### config.mk
export PLATFORM = sky130hd
export DESIGN_NAME = pito_mvu_sched
export DESIGN_NICKNAME = d
export VERILOG_FILES = /design/src/rtl/pito_pkg.sv /design/src/rtl/pito_rr_arbiter.sv /design/src/rtl/pito_mvu_sched.sv
export SDC_FILE = /design/constraint.sdc
export NUM_CORES = 1
export LEC_CHECK = 0
export CAP_MARGIN = 20
export CORE_ASPECT_RATIO = 0.9
export CORE_MARGIN = 2
export CORE_UTILIZATION = 55
export DETAILED_ROUTE_END_ITERATION = 10
export GPL_TIMING_DRIVEN = 0
export PLACE_DENSITY = 0.86
export SLEW_MARGIN = 20
export SYNTH_ARGS = -nofsm -noshare
export SYNTH_HDL_FRONTEND = slang
export SYNTH_HIERARCHICAL = 1
export SYNTH_SLANG_ARGS = --single-unit
### constraint.sdc
create_clock -name clk -period 10 [get_ports clk]
set_input_delay 2 -clock clk [delete_from_list [all_inputs] [get_ports clk]]
set_output_delay 2 -clock clk [all_outputs]
set_load 0.02 [all_outputs]
### src/rtl/pito_pkg.sv
// Shared pito core definitions: hart count, hart id type and MVU scheduler
// state encoding.
package pito_pkg;

    localparam int PITO_NUM_HARTS      = 8;
    localparam int PITO_HART_ID_W      = $clog2(PITO_NUM_HARTS);
    localparam int MVU_SCHED_TIMEOUT_W = 16;

    typedef logic [PITO_HART_ID_W-1:0] pito_hart_id_t;

    typedef enum logic [1:0] {
        IDLE,
        LAUNCH,
        RUN,
        DONE
    } mvu_sched_state_e;

endpackage

### src/rtl/pito_rr_arbiter.sv
// Combinational round-robin arbiter: grants the first requester found after
// 'last', searching upward with wrap-around.
module pito_rr_arbiter #(
    parameter int N = 8
) (
    input  logic [N-1:0]         req,
    input  logic [$clog2(N)-1:0] last,
    output logic                 gnt_valid,
    output logic [$clog2(N)-1:0] gnt_id
);

    localparam int IW = $clog2(N);

    // Offsets 1..N from last; the final offset wraps back to last itself.
    always_comb begin
        gnt_valid = 1'b0;
        gnt_id    = '0;
        for (int k = 1; k <= N; k++) begin
            if (!gnt_valid && req[IW'((int'(last) + k) % N)]) begin
                gnt_valid = 1'b1;
                gnt_id    = IW'((int'(last) + k) % N);
            end
        end
    end

endmodule

### src/rtl/pito_mvu_sched.sv
// Shares one MVU command port among the pito harts: latches per-hart requests,
// grants round-robin, runs a per-job watchdog and returns irq/err to the owner.
module pito_mvu_sched
    import pito_pkg::*;
#(
    parameter int NUM_HARTS = PITO_NUM_HARTS,
    parameter int CMD_W     = 32,
    parameter int TIMEOUT_W = MVU_SCHED_TIMEOUT_W
) (
    input  logic                         clk,
    input  logic                         pito_io_rst_n,
    input  logic [NUM_HARTS-1:0]         mvu_start_i,
    input  logic [CMD_W*NUM_HARTS-1:0]   csr_mvucommand_i,
    input  logic [TIMEOUT_W-1:0]         timeout_cycles_i,
    input  logic                         mvu_done_i,
    output logic                         mvu_start_o,
    output logic [CMD_W-1:0]             mvu_cmd_o,
    output logic [$clog2(NUM_HARTS)-1:0] mvu_hart_o,
    output logic [NUM_HARTS-1:0]         mvu_irq_o,
    output logic [NUM_HARTS-1:0]         mvu_err_o,
    output logic [NUM_HARTS-1:0]         mvu_busy_o
);

    localparam int HW = $clog2(NUM_HARTS);

    mvu_sched_state_e     state_q, state_d;
    logic [HW-1:0]        owner_q;
    logic [HW-1:0]        last_grant_q;
    logic [NUM_HARTS-1:0] pending_q;
    logic [CMD_W-1:0]     cmd_q [NUM_HARTS];
    logic [TIMEOUT_W-1:0] timer_q;
    logic                 timed_out_q;

    logic                 gnt_valid;
    logic [HW-1:0]        gnt_id;
    logic [NUM_HARTS-1:0] owner_oh;
    logic [NUM_HARTS-1:0] owner_active;
    logic [NUM_HARTS-1:0] launch_clr;
    logic [NUM_HARTS-1:0] accept;

    // A hart cannot queue a second job while its own job is launching or running.
    assign owner_oh     = NUM_HARTS'(1) << owner_q;
    assign owner_active = (state_q == LAUNCH || state_q == RUN) ? owner_oh : '0;
    assign launch_clr   = (state_q == LAUNCH) ? owner_oh : '0;
    assign accept       = mvu_start_i & ~pending_q & ~owner_active;

    assign mvu_hart_o   = owner_q;
    assign mvu_busy_o   = pending_q | ((state_q != IDLE) ? owner_oh : '0);

    pito_rr_arbiter #(
        .N(NUM_HARTS)
    ) u_arb (
        .req       (pending_q),
        .last      (last_grant_q),
        .gnt_valid (gnt_valid),
        .gnt_id    (gnt_id)
    );

    always_ff @(posedge clk or negedge pito_io_rst_n) begin
        if (!pito_io_rst_n) begin
            pending_q <= '0;
            for (int h = 0; h < NUM_HARTS; h++) begin
                cmd_q[h] <= '0;
            end
        end else begin
            pending_q <= (pending_q | accept) & ~launch_clr;
            for (int h = 0; h < NUM_HARTS; h++) begin
                if (accept[h]) begin
                    cmd_q[h] <= csr_mvucommand_i[CMD_W*h +: CMD_W];
                end
            end
        end
    end

    always_ff @(posedge clk or negedge pito_io_rst_n) begin
        if (!pito_io_rst_n) begin
            state_q <= IDLE;
        end else begin
            state_q <= state_d;
        end
    end

    // A zero timer means the watchdog is disabled for this job.
    always_comb begin
        state_d     = state_q;
        mvu_start_o = 1'b0;
        mvu_irq_o   = '0;
        mvu_err_o   = '0;
        case (state_q)
            IDLE: begin
                if (gnt_valid) state_d = LAUNCH;
            end
            LAUNCH: begin
                mvu_start_o = 1'b1;
                state_d     = RUN;
            end
            RUN: begin
                if (mvu_done_i || timer_q == TIMEOUT_W'(1)) state_d = DONE;
            end
            DONE: begin
                if (timed_out_q) mvu_err_o = owner_oh;
                else             mvu_irq_o = owner_oh;
                state_d = IDLE;
            end
            default: state_d = IDLE;
        endcase
    end

    always_ff @(posedge clk or negedge pito_io_rst_n) begin
        if (!pito_io_rst_n) begin
            owner_q      <= '0;
            last_grant_q <= HW'(NUM_HARTS - 1);
            mvu_cmd_o    <= '0;
            timer_q      <= '0;
            timed_out_q  <= 1'b0;
        end else begin
            case (state_q)
                IDLE: begin
                    if (gnt_valid) begin
                        owner_q   <= gnt_id;
                        mvu_cmd_o <= cmd_q[gnt_id];
                    end
                end
                LAUNCH: timer_q <= timeout_cycles_i;
                RUN: begin
                    timed_out_q <= ~mvu_done_i;
                    if (timer_q != '0) timer_q <= timer_q - TIMEOUT_W'(1);
                end
                DONE: last_grant_q <= owner_q;
                default: ;
            endcase
        end
    end

endmodule

======== Word-level counts from Yosys, hierarchy flattened ========
Index checks and enable logic that the tools add are counted.
storage, ports and cells
  logic and storage cells ................. 130
  bits in registers ....................... 321
  output and inout port bits .............. 60
  bits of input ports ..................... 283
operators by class
  mux-type cells .......................... 56
  bitwise operators ....................... 10
  magnitude comparators ................... 9
  reductions and logical operators ........ 23
  shifts and indexed selects .............. 1
  add/subtract/negate cells ............... 9
  eq/ne operators ......................... 7
operators with widths
  operator                                                               number
  32-bit binary-select mux with 3-bit select                             1
  32-bit two-way mux                                                     2
  8-bit two-way mux                                                      7
  3-bit by 5-bit < comparator with 1-bit output (second input constant)  8
  16-bit case mux with 2 select lines                                    1
  1-bit two-way mux                                                      25
  8-bit bitwise AND                                                      3
  1-bit binary-select mux with 3-bit select                              8
  3-bit two-way mux                                                      8
  8-bit NOT                                                              3
  16-bit by 1-bit == test with 1-bit output (second input constant)      1
  16-bit two-way mux                                                     1
  8-bit OR                                                               2
  16-bit nonzero test                                                    1
  16-bit by 1-bit subtractor with 16-bit output (second input constant)  1
  3-bit adder (second input constant)                                    4
  2-bit case mux with 4 select lines                                     1
  1-bit by 3-bit left shift with 8-bit output (first input constant)     1
  1-bit logical AND                                                      7
  1-bit zero test                                                        7
  3-bit by 1-bit adder with 3-bit output (second input constant)         2
  3-bit by 2-bit adder with 3-bit output (second input constant)         2
  2-bit AND reduction                                                    3
  2-bit == test (second input constant)                                  2
  other kinds (10)                                                       14

======== Depth between registers and ports, before layout ========
Gate-level depths: netlist of run 1.
  depth after elaboration ................. 30
  mapped depth ............................ 17
  depth with buffers taken out ............ 11

======== By module ========
Netlist of run 1, hierarchy kept.
by module, submodules not included
  module           cells an instance  area an instance (µm²)  instances  sequential area each (µm²)
  pito_mvu_sched   1,005              14,789.2                1          8,036.5
  pito_rr_arbiter  93                 785.8                   1          0.0

======== Worst setup path before layout of run 1 ========
No wires, ideal clock.
  kind .................................... register to register
  start point ............................. register last_grant_q[1]
  end point ............................... register mvu_cmd_o[14]
  library setup time ...................... 0.137 ns
  period minus slack after synthesis ...... 4.867 ns
  cell stages (with the launch flop) ...... 17
  arrival time ............................ 4.730 ns
  buffers on the path ..................... 6
  slack ................................... 5.133 ns
  data required time ...................... 9.863 ns
  cells stage by stage .................... dfstp_2 > clkbuf_1 > clkbuf_1 > inv_1 > ha_1 > clkbuf_1 > mux4_1 > mux2_4 > or4_1 > buf_2 > o211a_1 > a31oi_1 > buf_2 > buf_2 > mux4_2 > mux2i_1 > a21oi_1
on the way
  longest elaborated chain between the ends .. 30
  elaborated cells on any way between the ends .. 67
  classes of those cells .................. 8 x add/sub; 43 x mux; 1 x bitwise; 15 x reduce/logical
RTL lines
  item                                                      RTL line               source
  start: declaration                                        pito_mvu_sched.sv:28   logic [HW-1:0] last_grant_q;
  start signal: assignment                                  pito_mvu_sched.sv:112  last_grant_q <= HW'(NUM_HARTS - 1);
  start signal: assignment                                  pito_mvu_sched.sv:129  DONE: last_grant_q <= owner_q;
  3-bit by 1-bit adder with 3-bit output                    pito_rr_arbiter.sv:19  if (!gnt_valid && req[IW'((int'(last) + k) % N)]) begin
  1-bit binary-select mux with 3-bit select                 pito_rr_arbiter.sv:19
  1-bit two-way mux (not written as such) (2 in series)     pito_rr_arbiter.sv:19
  1-bit two-way mux                                         pito_rr_arbiter.sv:19
  1-bit zero test                                           pito_rr_arbiter.sv:19
  1-bit logical AND                                         pito_rr_arbiter.sv:19
  1-bit two-way mux                                         pito_rr_arbiter.sv:19
  1-bit zero test                                           pito_rr_arbiter.sv:19
  [13 not listed]                                           -
  1-bit two-way mux                                         pito_rr_arbiter.sv:19
  1-bit zero test                                           pito_rr_arbiter.sv:19
  1-bit logical AND                                         pito_rr_arbiter.sv:19
  3-bit two-way mux *                                       pito_rr_arbiter.sv:19
  net gnt_id[0]                                             pito_mvu_sched.sv:35   logic [HW-1:0] gnt_id;
  3-bit NOT with 4-bit output (not written as such) *       pito_mvu_sched.sv:121  mvu_cmd_o <= cmd_q[gnt_id];
  32-bit binary-select mux with 3-bit select *              pito_mvu_sched.sv:121
  32-bit two-way mux (not written as such) * (2 in series)  pito_mvu_sched.sv:121
  end signal: assignment                                    pito_mvu_sched.sv:121
  end: declaration                                          pito_mvu_sched.sv:17   output logic [CMD_W-1:0] mvu_cmd_o,
The timed path passes the listed nets; every way through them passes the cells marked *. The select of a mux whose other input is x is not followed.
A chain may end at the register's enable or synchronous reset.

======== Worst setup path after layout of run 1 ========
  start point ............................. register last_grant_q[1]
  end point ............................... register mvu_cmd_o[31]
on the way
  longest elaborated chain between the ends .. 30
  elaborated cells on any way between the ends .. 67
  classes of those cells .................. 8 x add/sub; 43 x mux; 1 x bitwise; 15 x reduce/logical
RTL lines
  item                                                      RTL line
  3-bit by 1-bit adder with 3-bit output                    pito_rr_arbiter.sv:19, pito_rr_arbiter.sv:21
  1-bit binary-select mux with 3-bit select                 pito_rr_arbiter.sv:19
  1-bit two-way mux (not written as such) (2 in series)     pito_rr_arbiter.sv:19
  1-bit two-way mux                                         pito_rr_arbiter.sv:19
  1-bit zero test                                           pito_rr_arbiter.sv:19
  1-bit logical AND                                         pito_rr_arbiter.sv:19
  1-bit two-way mux                                         pito_rr_arbiter.sv:19
  1-bit zero test                                           pito_rr_arbiter.sv:19
  [13 not listed]                                           -
  1-bit two-way mux                                         pito_rr_arbiter.sv:19
  1-bit zero test                                           pito_rr_arbiter.sv:19
  1-bit logical AND                                         pito_rr_arbiter.sv:19
  3-bit two-way mux *                                       pito_rr_arbiter.sv:19
  net gnt_id[1]                                             pito_mvu_sched.sv:35
  3-bit NOT with 4-bit output (not written as such) *       pito_mvu_sched.sv:121
  32-bit binary-select mux with 3-bit select *              pito_mvu_sched.sv:121
  32-bit two-way mux (not written as such) * (2 in series)  pito_mvu_sched.sv:121
Marks and branches as above.

==> run metrics, run 1 <==
outcome finished, final reports clean; CTS max path bufs 3; root buffer cell clkbuf_16; Cell Area, Synth about 16000 sq um; gpl congestion just under 0.9; pre-CTS setup slack 3.99 ns; Clock Pin Slew Worst Setup and Hold Paths roughly 0.06 ns; setup bufs post-CTS 0; Synth async-reset ratio 100%; Final Cycle Share about 61%; ANT nets after route 0; GR Overflow Total 0; Fin. Hold Viols 0; top post-synthesis cells by area dfrtp_1 51%, mux2_2 15%, mux4_2 9.5%, mux2i_1 3.2%, mux2_4 3.1%; Clock Latency Late Sink ~0.52 ns; Post-Route Skew approximately 0.016 ns; First-pass DRT Iterations 5; Crit path top cell by count clkbuf_1; mean number of vias per cell between 5 and 6; DR vias approximately 11000; critical-path cell list clkbuf_1, clkbuf_1, inv_1, ha_1, clkbuf_1, mux4_1, mux2_2, or4_1, buf_2, a21oi_1, o22a_1, clkbuf_1, buf_1, mux4_2, mux2i_1, a21oi_1; Final Worst Setup Slack approximately 4 ns; first-pass GRT wire length roughly 69000 um; pwr dens about 360 nW/um^2; grt met3 use under 10%; die span in x approximately 180 um; initial antenna violation count 4; # resized after CTS 0; GRT Total Usage between 30% and 40%; Setup-failing EPs final 0; initial drt markers approximately 750; Peak supply drop 0.212 mV; FP Rows 58; vias in the first global route 11900; I/O pin count approximately 340; Mean Syn Cell Area 14.2 sq um; CTS tree done; Clock Sinks ~320; FMAX 165 MHz; Max Slew Vio Count 0; Hold WC Path Type reg2reg; Required @ worst endpoint between 10 and 15 ns; CP Capture Type register; CP arrival roughly 6.5 ns; Main synth FF type dfrtp_1; GRT met1 Usage 40.5%; top fanout value on the critical path 10; top cell type by total area after synthesis dfrtp_1; Reg area around 8000 sq um; HPWL after DPL 32000 um; #FFs+latches synth between 300 and 400; top cell type's share of synthesized area approximately half; # fillers 1798; H-Tree Depth 2; Seq/Total Area, Yosys between 50% and 60%; Synth Warn # 6; max-cap viol count 0; crit-path max cell delay roughly 0.67 ns; Routed wire per std cell roughly 24 um; largest net degree at the start of global routing 98; Starting Density about 56%; CP Launch Type register; Multi-input gate area 7060 sq um; worst setup path class reg2reg; DRC 0; Die Y-Extent about 160 um; RSZ-0062 raised after global routing false; met2 usage 50.9%; final core occ between 70 and 80%; post-cts hold buffer count 0; wire length after detailed routing roughly 45000 um; Worst-Margin Slew 0.988 ns; number of synthesized flops with an enable pin 0; Nets approximately 1800; Layout area overhead 33.3%; GR peak layer met2; Slew Limit Headroom roughly 34%; share of cells above drive strength 1 28.5%; die area just under 30000 sq um; Critical Path Slowest Stage Cell buf_1; post-layout min period between 6 and 7 ns; CTS Buf Count 35; input/output buffers approximately 340; post-synthesis cell type count 75; post-synth net total approximately 1400; Placeable Area between 20000 and 30000 sq um; Post-Syn Instances between 1000 and 1500; static leakage between 0.008 and 0.009 uW
worst paths after layout:
check,start,to,depth (start not counted),slack [ns]
hold / removal,cmd_q[172],cmd_q[172],1,0.48
max in group asynchronous,pito_io_rst_n,cmd_q[82],3,7.37
setup / recovery,last_grant_q[1],mvu_cmd_o[31],16,3.92
min in group asynchronous,pito_io_rst_n,timer_q[6],1,1.37
hold reg to reg,cmd_q[172],cmd_q[172],1,0.48
setup reg to reg,last_grant_q[1],mvu_cmd_o[31],16,3.92
per-stage QoR:
stage	hold slack (ns)	instance area (sq um)	total power (uW)	setup TNS, ns	cells
2_1_floorplan	0.452	15600	4940	0	1098
3_3_place_gp	0.462	19400	5970	-2208.83	1800
3_5_place_dp	0.471	19500	6110	0	1803
4_1_cts	0.485	20800	7510	0	1867
5_1_grt	0.498	20800	7900	0	1868
6_report	0.481	20800	7490	0	1872
layout make-up:
cell class | instances | area share, %
sequential | 321 | 38.7
clock inverter | 15 | 0.759
timing repair buffer | 345 | 16.9
multi-input combinational | 686 | 34.0
antenna | 5 | 0.0603
clock buffer | 49 | 5.10
buffer | 73 | 1.97
tap | 360 | 2.17
inverter | 18 | 0.325
power by group:
group          internal (uW)  leakage [uW]  total [uW]  switching, uW
clock network            799      0.000607        1350            550
logic                   1970       0.00423        3780           1810
registers               1950       0.00389        2360            408
total                   4720       0.00872        7490           2770
registers in the layout, summed over array words and instances, names as in the netlist:
signal        count
cmd_q           256
last_grant_q      3
mvu_cmd_o        32
mvu_hart_o        3
pending_q         8
state_q           2
timed_out_q       1
timer_q          16
synth_stat cells, types with 4 or more instances:
cell type and n:
mux4_1 5, xnor2_1 4, dfrtp_1 318, inv_1 18, buf_2 26, nand2_1 24, o21bai_1 5, nor3_1 4
nand3_1 4, a21oi_1 52, a211oi_1 4, nand2b_1 4, nor2b_1 6, mux2_2 204, buf_1 9, mux4_2 66
xor2_1 4, mux2_4 32, nand3b_1 8, o21ai_0 9, mux2i_1 50, ha_1 8, o211ai_1 6, mux2_1 35
nand4_1 5, a31oi_1 7, nor2_1 72, buf_6 12, clkbuf_1 24
logic make-up (layout without fill, tap and decap cells):
group,after synthesis,count (layout),synth area share [%]
AOI/OAI and AO/OA,122,122,5.05
xor gates and xnor gates,8,8,0.450
adders and majority gates,8,8,0.643
buffers and inverters,91,500,3.06
DFF,321,321,51.6
muxes,392,392,34.0
other,0,5,0
and+or+nand+nor,156,156,5.23
cells in the final DEF (no fill, tap or decap), types with 9 or more instances in the layout:
cell type | synthesis | routed
clkbuf_16 | 0 | 36
clkdlybuf4s50_1 | 0 | 341
inv_1 | 18 | 18
clkbuf_1 | 24 | 26
dfrtp_1 | 318 | 318
clkbuf_8 | 0 | 11
mux2_4 | 32 | 32
a21oi_1 | 52 | 52
nand2_1 | 24 | 24
o21ai_0 | 9 | 9
mux2_2 | 204 | 204
buf_6 | 12 | 12
nor2_1 | 72 | 72
mux2i_1 | 50 | 50
buf_1 | 9 | 9
buf_2 | 26 | 26
mux2_1 | 35 | 35
mux4_2 | 66 | 66
routing by layer:
layer,routed length [um],share of wire (%),up-vias
li1,-,-,4848
met1,18200,41,5689
met2,22000,49,447
met3,3310,7.4,91
met4,1220,2.7,0
met5,0,0,-
worst max-delay path: cells and delay by family, from the launching register on:
kind            cells  cell delay (ns)
flops               1             0.54
buf+inv             7             2.65
compound gates      3             0.45
simple gates        1             0.48
fa+ha+maj           1             0.31
mux                 4             1.51
No activity file was read; power rests on OpenSTA's default activity.
==> run 2: changes to the inputs <==
- CORE_UTILIZATION: 55 -> 51
- PLACE_DENSITY: 0.86 -> 0.8
- clock period: 10 -> 6.2 ns (I/O delays scaled with it)
==> run 2 against run 1 <==
Flip-flop and latch count unchanged. Critical path depth rose by 1. Maximum frequency increased by 4.5%. Critical endpoint is now mvu_cmd_o[16]. Largest power group unchanged. Highest routed layer is now met5.
==> run metrics, run 2 (same netlist as run 1, synthesis figures left out) <==
post-layout min period between 5 and 6 ns; Worst Reg-to-Reg Cells 17; Die Y-Extent between 150 and 200 um; R2R setup slack ~0.38 ns; Starting Density between 50% and 60%; H-Tree Depth 2; critical-path cell list clkbuf_1, clkbuf_1, inv_1, ha_1, clkbuf_1, mux4_1, mux2_4, or4_1, buf_2, nor2_1, nand3_1, a31oi_1, buf_2, buf_2, mux4_2, mux2i_1, a21oi_1; Layout area overhead 33.7%; WHS Endpoint cmd_q[189]; First-pass DRT Iterations 5; Clock Latency Late Sink between 0.5 and 0.6 ns; Design Power between 10000 and 15000 uW; die area around 32000 sq um; CP Capture Type register; FMAX roughly 170 MHz; CTS tree done; initial antenna violation count 9; Top Registers cmd_q: 256 flops, mvu_cmd_o: 32 flops, timer_q: 16 flops; CP arrival a little over 6 ns; most common cell after layout, fill and taps aside clkdlybuf4s50_1; Max Slew Vio Count 0; Fin. Hold Viols 0; root buffer cell clkbuf_16; max-cap viol count 0; Required @ worst endpoint 6.57 ns; GR Overflow Total 0; fin cells around 1900; Post-Route Skew 0.0117 ns; # resized after CTS 0; Placeable Area approximately 30000 sq um; GRT Total Usage between 20% and 30%; static leakage ~0.0087 uW; Worst-Margin Slew 0.950 ns; vias in the first global route about 12000; RSZ-0062 raised after global routing false; CTS max path bufs 3; crit-path max cell delay 0.59 ns; input/output buffers roughly 340; Clock Pin Slew Worst Setup and Hold Paths ~0.06 ns; most frequent cells in the layout 341 x clkdlybuf4s50_1, 318 x dfrtp_1, 204 x mux2_2; largest net degree at the start of global routing 98; first-pass GRT wire length around 68000 um; DR vias about 11000; Slew Limit Headroom a little under two fifths; most flop-heavy register cmd_q; pwr dens approximately 580 nW/um^2; top fanout value on the critical path 10; Hold WC Path Type reg2reg; placed insts about 1800; Clock Sinks between 300 and 400; post-cts hold buffer count 0; worst r2r dst mvu_cmd_o[16]; initial drt markers 508; outcome finished, final reports clean; FP Rows 60; worst hold stages 1; Nets 1772; I/O pin count approximately 340; mean number of vias per cell around 5.7; Critical Path Slowest Stage Cell mux4_2; gpl congestion 0.886; Final Cycle Share 93.8%; die span in x 188 um; DRC 0; Routed wire per std cell ~23 um; share of cells above drive strength 1 about 29%; HPWL after DPL roughly 32000 um; setup bufs post-CTS 0; Reg2Reg Launch Point last_grant_q[1]; CP Launch Type register; flip-flop count of the largest register after layout between 200 and 300; worst setup path class reg2reg; Peak supply drop 0.363 mV; wire length after detailed routing 44600 um; ANT nets after route 0; Setup-failing EPs final 0; CTS Buf Count 36; setup TNS 0 ns; Hold Startpoint cmd_q[189]; Crit. Startpoint last_grant_q[1]
-- run 2: changes by cell type in the layout (fill, tap and decap cells not counted), sizes merged --
cell / change
clkbuf: +10
bufinv: -2
buf: -4
diode: +1
inv: -1
clkinv: -1
-- run 2: report_power, final --
group,internal [uW],leakage (uW),total (uW),switching [uW]
Combinational,3190,0.00424,6070,2880
Sequential,3150,0.00389,3790,643
Clock,1270,0.000603,2150,877
Total,7600,0.00873,12000,4400
-- run 2: how the worst max path moves through the flow --
stage | to | slack [ns] | cells after the start
final | mvu_cmd_o[16] | 0.38 | 17
after global routing | mvu_cmd_o[16] | 0.01 | 17
after global placement | cmd_q[101] | -10.10 | 1
after floorplan | mvu_cmd_o[14] | 1.33 | 16
after detailed placement | mvu_cmd_o[22] | 0.27 | 16
after CTS | mvu_cmd_o[25] | 0.23 | 16
-- run 2: metal layers --
| metal | part of all wire (%) | up-vias | global-route usage [%] |
|---|---|---|---|
| li1 | - | 4858 | - |
| met1 | 42 | 5612 | 38.0 |
| met2 | 48 | 366 | 45.1 |
| met3 | 7.4 | 72 | 6.89 |
| met4 | 2.6 | 4 | 8.73 |
| met5 | 0.061 | - | 0 |
-- run 2: worst max-delay path, delay by kind of cell, from the launching register on --
| family | cells | cell delay [ns] |
|---|---|---|
| buffers and inverters | 7 | 2.21 |
| muxes | 4 | 1.56 |
| and+or+nand+nor | 3 | 0.71 |
| DFF | 1 | 0.54 |
| AOI/OAI and AO/OA | 2 | 0.33 |
| adders and majority gates | 1 | 0.32 |
-- run 2: layout make-up --
cell class                      instances  area (sq um)
Antenna cell                            6          15.0
Buffer                                 73           418
Clock buffer                           55          1130
Clock inverter                         11          76.3
Fill cell                            2081          9130
Inverter                               18          67.6
Multi-Input combinational cell        686          7060
Sequential cell                       321          8040
Tap cell                              403           504
Timing Repair Buffer                  345          3510
-- run 2: through the flow --
step / hold slack [ns] / util, % / cell area, sq um / setup WS, ns
2_1_floorplan: 0.452 / - / 15600 / 1.33
3_3_place_gp: 0.463 / 65.1 / 19500 / -10.10
3_5_place_dp: 0.471 / 65.4 / 19600 / 0.272
4_1_cts: 0.482 / 69.4 / 20800 / 0.232
5_1_grt: 0.493 / 69.5 / 20800 / 0.0101
6_report: 0.477 / 69.5 / 20800 / 0.383
==> run 3: changes to the inputs <==
--- a/config.mk
+++ b/config.mk
@@ -13,4 +13,5 @@
 export GPL_TIMING_DRIVEN = 0
 export PLACE_DENSITY = 0.8
+export SETUP_SLACK_MARGIN = 0.4
 export SLEW_MARGIN = 20
 export SYNTH_ARGS = -nofsm -noshare
==> constraint.sdc (replaced) <==
create_clock -name clk -period 6.2 [get_ports clk]
set_input_delay 0.93 -clock clk [delete_from_list [all_inputs] [get_ports clk]]
set_output_delay 0.93 -clock clk [all_outputs]
set_load 0.02 [all_outputs]
==> run 3 against run 2 <==
Maximum frequency increased by 8.1%. Count of clock-buffer cells in the layout unchanged. Critical path type unchanged. Global-route usage unchanged. Critical endpoint is now mvu_cmd_o[1].
==> run metrics, run 3 (same netlist as run 1, synthesis figures left out) <==
CTS Buf Count 36; top fanout value on the critical path 10; Layout area overhead 33.8%; GR Overflow Total 0; post-layout min period between 5 and 6 ns; pwr dens ~580 nW/um^2; flip-flop count of the largest register after layout ~260; Final Cycle Share 86.8%; Setup-failing EPs final 0; Slew Limit Headroom ~37%; Hold WC Path Type in2async; Peak supply drop roughly 0.36 mV; gpl congestion about 0.89; I/O pin count 343; CP Capture Type register; initial antenna violation count 9; Min Hold Slack roughly 0.36 ns; share of cells above drive strength 1 28.9%; H-Tree Depth 2; first-pass GRT wire length 67900 um; # fillers 2081; Clock Latency Late Sink roughly 0.52 ns; placed insts ~1800; largest net degree at the start of global routing 98; wire length after detailed routing 44600 um; mean number of vias per cell 5.70; ANT nets after route 0; Final Cell Area 20800 sq um; vias in the first global route about 12000; max-cap viol count 0; critical-path cell list clkbuf_1, clkbuf_2, inv_1, ha_1, clkbuf_2, mux4_1, mux2_4, or4_1, buf_2, a21oi_1, o22a_1, clkbuf_1, buf_2, mux4_2, mux2i_1, a21oi_1; CP arrival around 5.8 ns; CP Launch Type register; setup bufs post-CTS 0; Critical Path Slowest Stage Cell clkbuf_1; Required @ worst endpoint between 6 and 7 ns; GRT Total Usage roughly 28%; Worst Path Buf+Inv 7; Design Power 12000 uW; input/output buffers approximately 340; CTS max path bufs 3; die span in x ~190 um; crit-path max cell delay 0.55 ns; DR vias around 11000; Nets 1772; Worst-Margin Slew 0.950 ns; die area 32000 sq um; static leakage 0.00874 uW; Placeable Area between 20000 and 30000 sq um; Starting Density between 50% and 60%; Max Slew Vio Count 0; HPWL after DPL 32300 um; outcome finished, final reports clean; FMAX ~190 MHz; most flop-heavy register cmd_q; Clock Sinks around 320; Die Y-Extent 170 um; root buffer cell clkbuf_16; Area after DPL between 15000 and 20000 sq um; most common cell after layout, fill and taps aside clkdlybuf4s50_1; most frequent cells in the layout 341 x clkdlybuf4s50_1, 318 x dfrtp_1, 204 x mux2_2; Top Registers cmd_q: 256 flops, mvu_cmd_o: 32 flops, timer_q: 16 flops; Post-Route Skew between 0.01 and 0.015 ns; largest delay contributor family on the critical path buffers and inverters; worst setup path class reg2reg; RSZ-0062 raised after global routing false; First-pass DRT Iterations 4; FP Rows 60; Fin. Hold Viols 0; CTS tree done; Clock Pin Slew Worst Setup and Hold Paths approximately 0.060 ns; DRC 0; initial drt markers roughly 540; Routed wire per std cell about 23 um; fin cells 1918
==> run 3: final timing paths <==
path,startpoint,end,slack (ns),cells after the start
min in group clk,cmd_q[189],cmd_q[189],0.48,1
worst max register to register,last_grant_q[1],mvu_cmd_o[1],0.82,16
max in group asynchronous,pito_io_rst_n,cmd_q[70],4.62,3
worst min register to register,cmd_q[189],cmd_q[189],0.48,1
worst min-delay path,pito_io_rst_n,cmd_q[149],0.36,1
worst max-delay path,last_grant_q[1],mvu_cmd_o[1],0.82,16
==> run 3: routing by layer <==
metal	vias to the layer above	global-route usage [%]	share of wire, %
li1	4852	-	-
met4	4	8.73	2.7
met3	76	6.89	7.3
met2	376	45.1	48
met1	5627	38.0	42
met5	-	0	0.061
==> run 3: per-stage QoR <==
step                setup TNS (ns)  setup slack (ns)  util (%)
floorplan                        0              1.33         -
global placement          -3120.24             -9.79      65.1
detailed placement               0             0.272      65.4
CTS                              0             0.398      69.5
global route                     0             0.552      69.5
finish                           0             0.817      69.6
==> run 3: worst reg2reg max path, cell delays in order (launching register included) <==
cell and delay (ns):
dfstp_2 0.54, clkbuf_1 0.29, clkbuf_2 0.29, inv_1 0.15, ha_1 0.30, clkbuf_2 0.22, mux4_1 0.42, mux2_4 0.34
or4_1 0.52, buf_2 0.18, a21oi_1 0.16, o22a_1 0.19, clkbuf_1 0.55, buf_2 0.45, mux4_2 0.36, mux2i_1 0.19
a21oi_1 0.11
==> run 3: timing repair <==
item                       in CTS  in global routing
gates resized for setup         9                  5
setup endpoints to repair      27                 32
hold buffers                    0                  0
==> run 3: layout make-up <==
class | count | area, sq um | area share, %
well taps | 403 | 504 | 2.42
clock inverters | 11 | 76.3 | 0.366
clock buffers | 55 | 1130 | 5.45
flip-flops and latches | 321 | 8040 | 38.6
diodes | 6 | 15.0 | 0.0721
multi-input cells | 686 | 7060 | 33.9
repair buffers | 345 | 3510 | 16.8
inverters | 18 | 67.6 | 0.324
plain buffers | 73 | 430 | 2.07
==> run 3: power breakdown <==
| group | internal, uW | switching (uW) | leakage [uW] | total (uW) |
|---|---|---|---|---|
| clock network | 1270 | 877 | 0.000603 | 2150 |
| registers | 3150 | 643 | 0.00389 | 3790 |
| logic | 3200 | 2890 | 0.00425 | 6090 |
| total | 7620 | 4410 | 0.00874 | 12000 |
